## config.mk

```make
export PLATFORM = sky130hd
export DESIGN_NAME = umem_arbiter_flat
export DESIGN_NICKNAME = d
export VERILOG_FILES = /design/src/rtl/umem_arbiter_if.sv /design/src/rtl/umem_arbiter.sv /design/src/flat_wrapper.sv
export SDC_FILE = /design/constraint.sdc
export NUM_CORES = 1
export LEC_CHECK = 0
export CAP_MARGIN = 20
export CORE_MARGIN = 2
export CORE_UTILIZATION = 26
export CTS_BUF_LIST = sky130_fd_sc_hd__clkbuf_8 sky130_fd_sc_hd__clkbuf_16
export DETAILED_ROUTE_END_ITERATION = 8
export PLACE_DENSITY = 0.69
export SLEW_MARGIN = 20
export SYNTH_ARGS = -nofsm -noshare
export SYNTH_HDL_FRONTEND = slang
export SYNTH_SLANG_ARGS = --single-unit
```

## constraint.sdc

```tcl
create_clock -name clk -period 2.8 [get_ports clk]
set_input_delay 0.42 -clock clk [delete_from_list [all_inputs] [get_ports clk]]
set_output_delay 0.42 -clock clk [all_outputs]
set_load 0.02 [all_outputs]
```

## src/rtl/umem_arbiter_if.sv

```systemverilog
// Bus bundle for the unified-memory arbiter: the fetch port, the data port
// and the shared memory port. The master modport is the arbiter's view; the
// slave modport is the view of the pipeline plus the memory around it.
interface umem_arbiter_if;
  // fetch port
  logic        i_req;
  logic [31:0] i_addr;
  logic [31:0] i_rdata;
  logic        i_ack_n;
  // data port
  logic        d_req;
  logic        d_write;
  logic [1:0]  d_size;
  logic [31:0] d_addr;
  logic [31:0] d_wdata;
  logic [31:0] d_rdata;
  logic        d_ack_n;
  // shared memory port
  logic        m_req;
  logic        m_write;
  logic [1:0]  m_size;
  logic [31:0] m_addr;
  logic [31:0] m_wdata;
  logic [31:0] m_rdata;
  logic        m_ack_n;

  modport master (
    input  i_req, i_addr, d_req, d_write, d_size, d_addr, d_wdata, m_rdata, m_ack_n,
    output i_rdata, i_ack_n, d_rdata, d_ack_n, m_req, m_write, m_size, m_addr, m_wdata
  );

  modport slave (
    output i_req, i_addr, d_req, d_write, d_size, d_addr, d_wdata, m_rdata, m_ack_n,
    input  i_rdata, i_ack_n, d_rdata, d_ack_n, m_req, m_write, m_size, m_addr, m_wdata
  );
endinterface

```

## src/rtl/umem_arbiter.sv

```systemverilog
// umem_arbiter: merges the rv32i fetch port and data port onto one
// single-port unified memory. The winning request is registered and held on
// the memory bus until m_ack_n, then a one-cycle active-low ack is returned to
// the owner. Data wins ties because MEM holds the older instruction.
// Optional feature macro UMEM_ARB_FAIR_EN: after MAX_D_STREAK consecutive data
// grants taken while a fetch waits, the fetch is granted next.
module umem_arbiter #(
  parameter logic [1:0] I_SIZE       = 2'b10,
  parameter int         MAX_D_STREAK = 4
) (
  input  logic           clk,
  input  logic           rst_n,
  umem_arbiter_if.master bus
);

  typedef enum logic [1:0] {IDLE, GNT_I, GNT_D} state_t;

  state_t state;
  logic   done;     // current grant completes this cycle
  logic   arb;      // an arbitration decision is taken at the next edge
  logic   starve;   // fetch must win the next arbitration
  logic   pick_d;
  logic   pick_i;

  // Completion only counts while a grant is outstanding; acks seen in IDLE
  // are spurious and dropped here.
  assign done = (state != IDLE) && !bus.m_ack_n;
  assign arb  = (state == IDLE) || done;

`ifdef UMEM_ARB_FAIR_EN
  localparam int SW = $clog2(MAX_D_STREAK + 1);
  logic [SW-1:0] streak;

  assign starve = bus.i_req && (streak == SW'(MAX_D_STREAK));

  // Count data grants that overtook a waiting fetch; any fetch grant or an
  // arbitration with no fetch pending restarts the count.
  always_ff @(posedge clk or negedge rst_n) begin
    if (!rst_n)
      streak <= '0;
    else if (arb) begin
      if (!bus.i_req || pick_i) streak <= '0;
      else if (pick_d)          streak <= streak + 1'b1;
    end
  end
`else
  assign starve = 1'b0;
`endif

  assign pick_d = bus.d_req && !starve;
  assign pick_i = bus.i_req && !pick_d;

  // Grant FSM with registered memory-bus outputs. Bus fields are captured only
  // at an arbitration edge, so they stay frozen for the whole grant.
  always_ff @(posedge clk or negedge rst_n) begin
    if (!rst_n) begin
      state       <= IDLE;
      bus.m_req   <= 1'b0;
      bus.m_write <= 1'b0;
      bus.m_size  <= 2'b00;
      bus.m_addr  <= 32'h0;
      bus.m_wdata <= 32'h0;
    end else if (arb) begin
      if (pick_d) begin
        state       <= GNT_D;
        bus.m_req   <= 1'b1;
        bus.m_write <= bus.d_write;
        bus.m_size  <= bus.d_size;
        bus.m_addr  <= bus.d_addr;
        bus.m_wdata <= bus.d_wdata;
      end else if (pick_i) begin
        state       <= GNT_I;
        bus.m_req   <= 1'b1;
        bus.m_write <= 1'b0;
        bus.m_size  <= I_SIZE;
        bus.m_addr  <= bus.i_addr;
        bus.m_wdata <= 32'h0;
      end else begin
        state     <= IDLE;
        bus.m_req <= 1'b0;
      end
    end
  end

  // Acks and read data pass straight through in the completion cycle so the
  // interlock sees them with the same timing as a private memory.
  assign bus.i_ack_n = !(done && (state == GNT_I));
  assign bus.d_ack_n = !(done && (state == GNT_D));
  assign bus.i_rdata = bus.m_rdata;
  assign bus.d_rdata = bus.m_rdata;

endmodule

```

## src/flat_wrapper.sv

```systemverilog
// flat-port wrapper written by rule: the top's interface ports become plain ports
module umem_arbiter_flat 
#(
  parameter logic [1:0] I_SIZE       = 2'b10,
  parameter int         MAX_D_STREAK = 4
)
  (clk, rst_n, bus_i_req, bus_i_addr, bus_d_req, bus_d_write, bus_d_size, bus_d_addr, bus_d_wdata, bus_m_rdata, bus_m_ack_n, bus_i_rdata, bus_i_ack_n, bus_d_rdata, bus_d_ack_n, bus_m_req, bus_m_write, bus_m_size, bus_m_addr, bus_m_wdata);
  umem_arbiter_if bus_i ();
  input  logic clk;
  input  logic rst_n;
  input wire logic [$bits(bus_i.i_req)-1:0] bus_i_req;
  input wire logic [$bits(bus_i.i_addr)-1:0] bus_i_addr;
  input wire logic [$bits(bus_i.d_req)-1:0] bus_d_req;
  input wire logic [$bits(bus_i.d_write)-1:0] bus_d_write;
  input wire logic [$bits(bus_i.d_size)-1:0] bus_d_size;
  input wire logic [$bits(bus_i.d_addr)-1:0] bus_d_addr;
  input wire logic [$bits(bus_i.d_wdata)-1:0] bus_d_wdata;
  input wire logic [$bits(bus_i.m_rdata)-1:0] bus_m_rdata;
  input wire logic [$bits(bus_i.m_ack_n)-1:0] bus_m_ack_n;
  output wire logic [$bits(bus_i.i_rdata)-1:0] bus_i_rdata;
  output wire logic [$bits(bus_i.i_ack_n)-1:0] bus_i_ack_n;
  output wire logic [$bits(bus_i.d_rdata)-1:0] bus_d_rdata;
  output wire logic [$bits(bus_i.d_ack_n)-1:0] bus_d_ack_n;
  output wire logic [$bits(bus_i.m_req)-1:0] bus_m_req;
  output wire logic [$bits(bus_i.m_write)-1:0] bus_m_write;
  output wire logic [$bits(bus_i.m_size)-1:0] bus_m_size;
  output wire logic [$bits(bus_i.m_addr)-1:0] bus_m_addr;
  output wire logic [$bits(bus_i.m_wdata)-1:0] bus_m_wdata;
  assign bus_i.i_req = bus_i_req;
  assign bus_i.i_addr = bus_i_addr;
  assign bus_i.d_req = bus_d_req;
  assign bus_i.d_write = bus_d_write;
  assign bus_i.d_size = bus_d_size;
  assign bus_i.d_addr = bus_d_addr;
  assign bus_i.d_wdata = bus_d_wdata;
  assign bus_i.m_rdata = bus_m_rdata;
  assign bus_i.m_ack_n = bus_m_ack_n;
  assign bus_i_rdata = bus_i.i_rdata;
  assign bus_i_ack_n = bus_i.i_ack_n;
  assign bus_d_rdata = bus_i.d_rdata;
  assign bus_d_ack_n = bus_i.d_ack_n;
  assign bus_m_req = bus_i.m_req;
  assign bus_m_write = bus_i.m_write;
  assign bus_m_size = bus_i.m_size;
  assign bus_m_addr = bus_i.m_addr;
  assign bus_m_wdata = bus_i.m_wdata;
  umem_arbiter #(.I_SIZE(I_SIZE), .MAX_D_STREAK(MAX_D_STREAK)) u_core (.clk(clk), .rst_n(rst_n), .bus(bus_i));
endmodule
```

==> impl_metrics.py <==
metrics = {
    "run_status": {
        "run_status": "complete, no violations",
    },
    "worst_setup_path": {
        "critical_path_class": "in2out",
        "timing.reg2reg.setup_slack_ps": 1050,
        "worstReg2RegStart": "u_core.state[0]",
        "worst_setup_path_start_kind": "input pin",
        "timing.critical_path.required_ps": 2380,
        "critical_path_peak_fanout": 5,
        "worstRegToRegCells": 4,
        "critical_path_arrival_ps": 1920,
        "worst_setup_path_startpoint": "bus_m_ack_n",
        "crit_path_end_kind": "output port",
    },
    "sta": {
        "max_slew_margin_pct": 43.02,
        "fin_worst_skew_ps": 6.806,
        "worst_slew_pin_slew_ps": 854.7,
        "final_hold_violations": 0,
        "rsz0062_at_grt": "false",
        "finalCritPeriodShare_pct": 83.61,
        "setup_viol_count_final": 0,
        "final.setup.tns_ps": 0,
        "final_period_minus_worst_setup_slack_ps": 2341,
        "fmax_mhz": 427.2,
        "slew_viol_final": 0,
        "fin_hold_ws_ps": 204.7,
    },
    "synthesis": {
        "synthDistinctLibCells": 18,
        "seq_area_frac_synth_pct": 48.63,
        "synth_fp_nets": 398,
        "synth_xor_area_share_pct": 0,
        "synth_compound_area_share_pct": 9.621,
        "synth_warnings": 0,
        "synth_adder_area_share_pct": 0,
        "synth.mux.area_fraction_pct": 23.03,
        "yosys_register_bits": 70,
        "syn_inst": 262,
        "post_synth_instance_area_sq_um": 3602,
        "dominant_combinational_cell_family_by_area_after_synthesis": "multiplexers",
        "synth_top_cell_area_share_pct": 48.63,
        "netlist.top_cell.by_area": "dfrtp_1",
        "syn-mean-instance-area_sq_um": 13.75,
        "yosys.area_share.simple_pct": 0.9726,
        "yosys-top-cells-area": "dfrtp_1 (49%), buf_4 (13%), mux2_4 (12%)",
    },
    "drt": {
        "drcViolationCount": 0,
        "totalWireLength_microns": 8250,
        "ant_nets": 0,
        "num_vias": 2367,
        "avgViaCountPerCell": 4.257,
        "post_drt_wl_per_cell_microns": 14.84,
        "detail_route.iter0.violations": 77,
        "drt_pre_antenna_iters": 4,
    },
    "pwr": {
        "total_leakage_power_nw": 2.257,
        "vdd.ir_drop.worst_mv": 0.2605,
        "power_per_cell_area_nw_per_um2": 659.8,
    },
    "global_routing": {
        "grt_first_pass_wirelength_microns": 12300,
        "use_met3_pct": 4.588,
        "globalRoute.busiestLayer": "met2",
        "gr-usage-met2_pct": 17.87,
        "grtUsageTotal_pct": 10.87,
        "grt_pass1_vias": 2447,
        "pin_count_of_the_biggest_net_entering_global_routing": 71,
        "grtUsageMet1_pct": 12.28,
        "number_of_antenna_violations_at_the_first_check_in_global_routing": 0,
        "grt-ovfl-total": 0,
    },
    "clocking": {
        "cts_max_path_buffers": 2,
        "cts_htree_levels": 3,
        "ctsRootBufferMaster": "clkbuf_16",
        "clock_latency_ps": 340,
        "holdBufCountCts": 0,
        "cts.sinks": 70,
        "cts-buffers-inserted": 9,
        "cts_setup_buffers": 0,
        "cts_tree": "done",
        "cts-resized-gates": 0,
        "clkTransAtPathRegs_ps": 60,
    },
    "final_layout": {
        "final.fill_count": 1325,
        "drive_above_1_share_pct": 23.94,
        "diodes": 0,
        "fin_nets": 507,
        "area_delta_synth_final_pct": 47.27,
    },
    "die": {
        "floorplan.initialDensity_pct": 26.26,
        "die_width_microns": 121.7,
        "floorplan.die_area_sq_um": 14810,
        "top_ports": 270,
        "fp.dieH_microns": 121.7,
        "placementRows": 43,
        "fp.coreArea_sq_um": 13720,
    },
    "placed_design": {
        "gpl.final_weighted_congestion": 0.7158,
        "place.port_buffers": 173,
        "place_hpwl_microns": 6080,
    },
    "min_path": {
        "hold_path_class": "in2async",
    },
    "run": {
        "cap_violations": 0,
    },
}
state kept, by name (all words and copies together) (netlist names):
| name | flops |
|---|---|
| u_core.bus.m_addr | 32 |
| u_core.bus.m_req | 1 |
| u_core.bus.m_size | 2 |
| u_core.bus.m_wdata | 32 |
| u_core.bus.m_write | 1 |
| u_core.state | 2 |
through the flow:
step / util, % / cells / total power [mW] / cell area [sq um] / worst slack (ps)
after global routing: 38.67 / 556 / 3.671 / 5305 / 418.5
after detailed placement: 36.31 / 540 / 2.302 / 4981 / 453.5
after global placement: 36.31 / 540 / 2.290 / 4981 / 475.2
after floorplan: - / 262 / 1.919 / 3602 / 1357
after CTS: 38.67 / 556 / 3.563 / 5305 / 452.3
final: 38.67 / 556 / 3.500 / 5305 / 459.0
Yosys cell counts (all sizes together):
library cell	instances
mux2	64
o22a	1
buf	79
dfrtp	70
nand2	4
and2	1
a32o	1
or3b	1
a22o	34
o21ai	3
nor2	1
inv	2
o21a	1
path summary, 6_finish.rpt:
check | to
min | u_core.bus.m_addr[14]
max in group asynchronous | u_core.bus.m_addr[27]
min in group clk | u_core.bus.m_addr[8]
max reg2reg | u_core.bus.m_addr[1]
max | bus_d_ack_n
min reg2reg | u_core.bus.m_addr[8]
power by group:
part           switching, mW  leakage (nW)  internal, mW
logic                  0.426          1.25         0.598
clock network          0.441         0.156         0.782
registers             0.0873         0.851          1.17
final cells by class:
type | instances | area, sq um | share of cell area, %
multi-input cells | 111 | 1212 | 22.85
well taps | 180 | 225.2 | 4.245
clock buffers | 9 | 225.2 | 4.245
inverters | 2 | 7.507 | 0.1415
clock inverters | 7 | 98.84 | 1.863
repair buffers | 177 | 1784 | 33.63
flip-flops and latches | 70 | 1752 | 33.02
per-layer routing:
layer | wire length [microns] | vias up
li1 | - | 1078
met1 | 3244 | 1133
met2 | 3978 | 130
met3 | 867 | 26
met4 | 159 | 0
met5 | 0 | -
layout by cell type (no fill, tap or decap):
cell type / Yosys / routed
nor2_1: 1 / 1
clkinv_4: 0 / 3
clkbuf_16: 0 / 9
o21a_2: 0 / 1
bufinv_16: 0 / 2
buf_12: 3 / 2
dfrtp_1: 70 / 70
nand2_1: 4 / 4
and2_2: 1 / 1
buf_4: 64 / 3
clkdlybuf4s50_1: 0 / 172
mux2_2: 35 / 35
mux2_4: 29 / 29
clkinvlp_4: 0 / 1
o22a_1: 1 / 1
o21ai_0: 1 / 1
a22o_1: 34 / 34
a32o_1: 1 / 1
or3b_2: 1 / 1
clkinv_2: 0 / 1
inv_1: 2 / 2
o21ai_2: 2 / 2
worst max-delay path, cell delays in order:
cell and delay (ps):
clkdlybuf4s50_1 480, or3b_2 470, clkdlybuf4s50_1 550
kinds of logic after synthesis:
| logic type | Yosys count |
|---|---|
| buffers and inverters | 81 |
| DFF | 70 |
| muxes | 64 |
| AOI/OAI and AO/OA | 40 |
| and+or+nand+nor | 7 |
(Power assumes the default switching activity.)
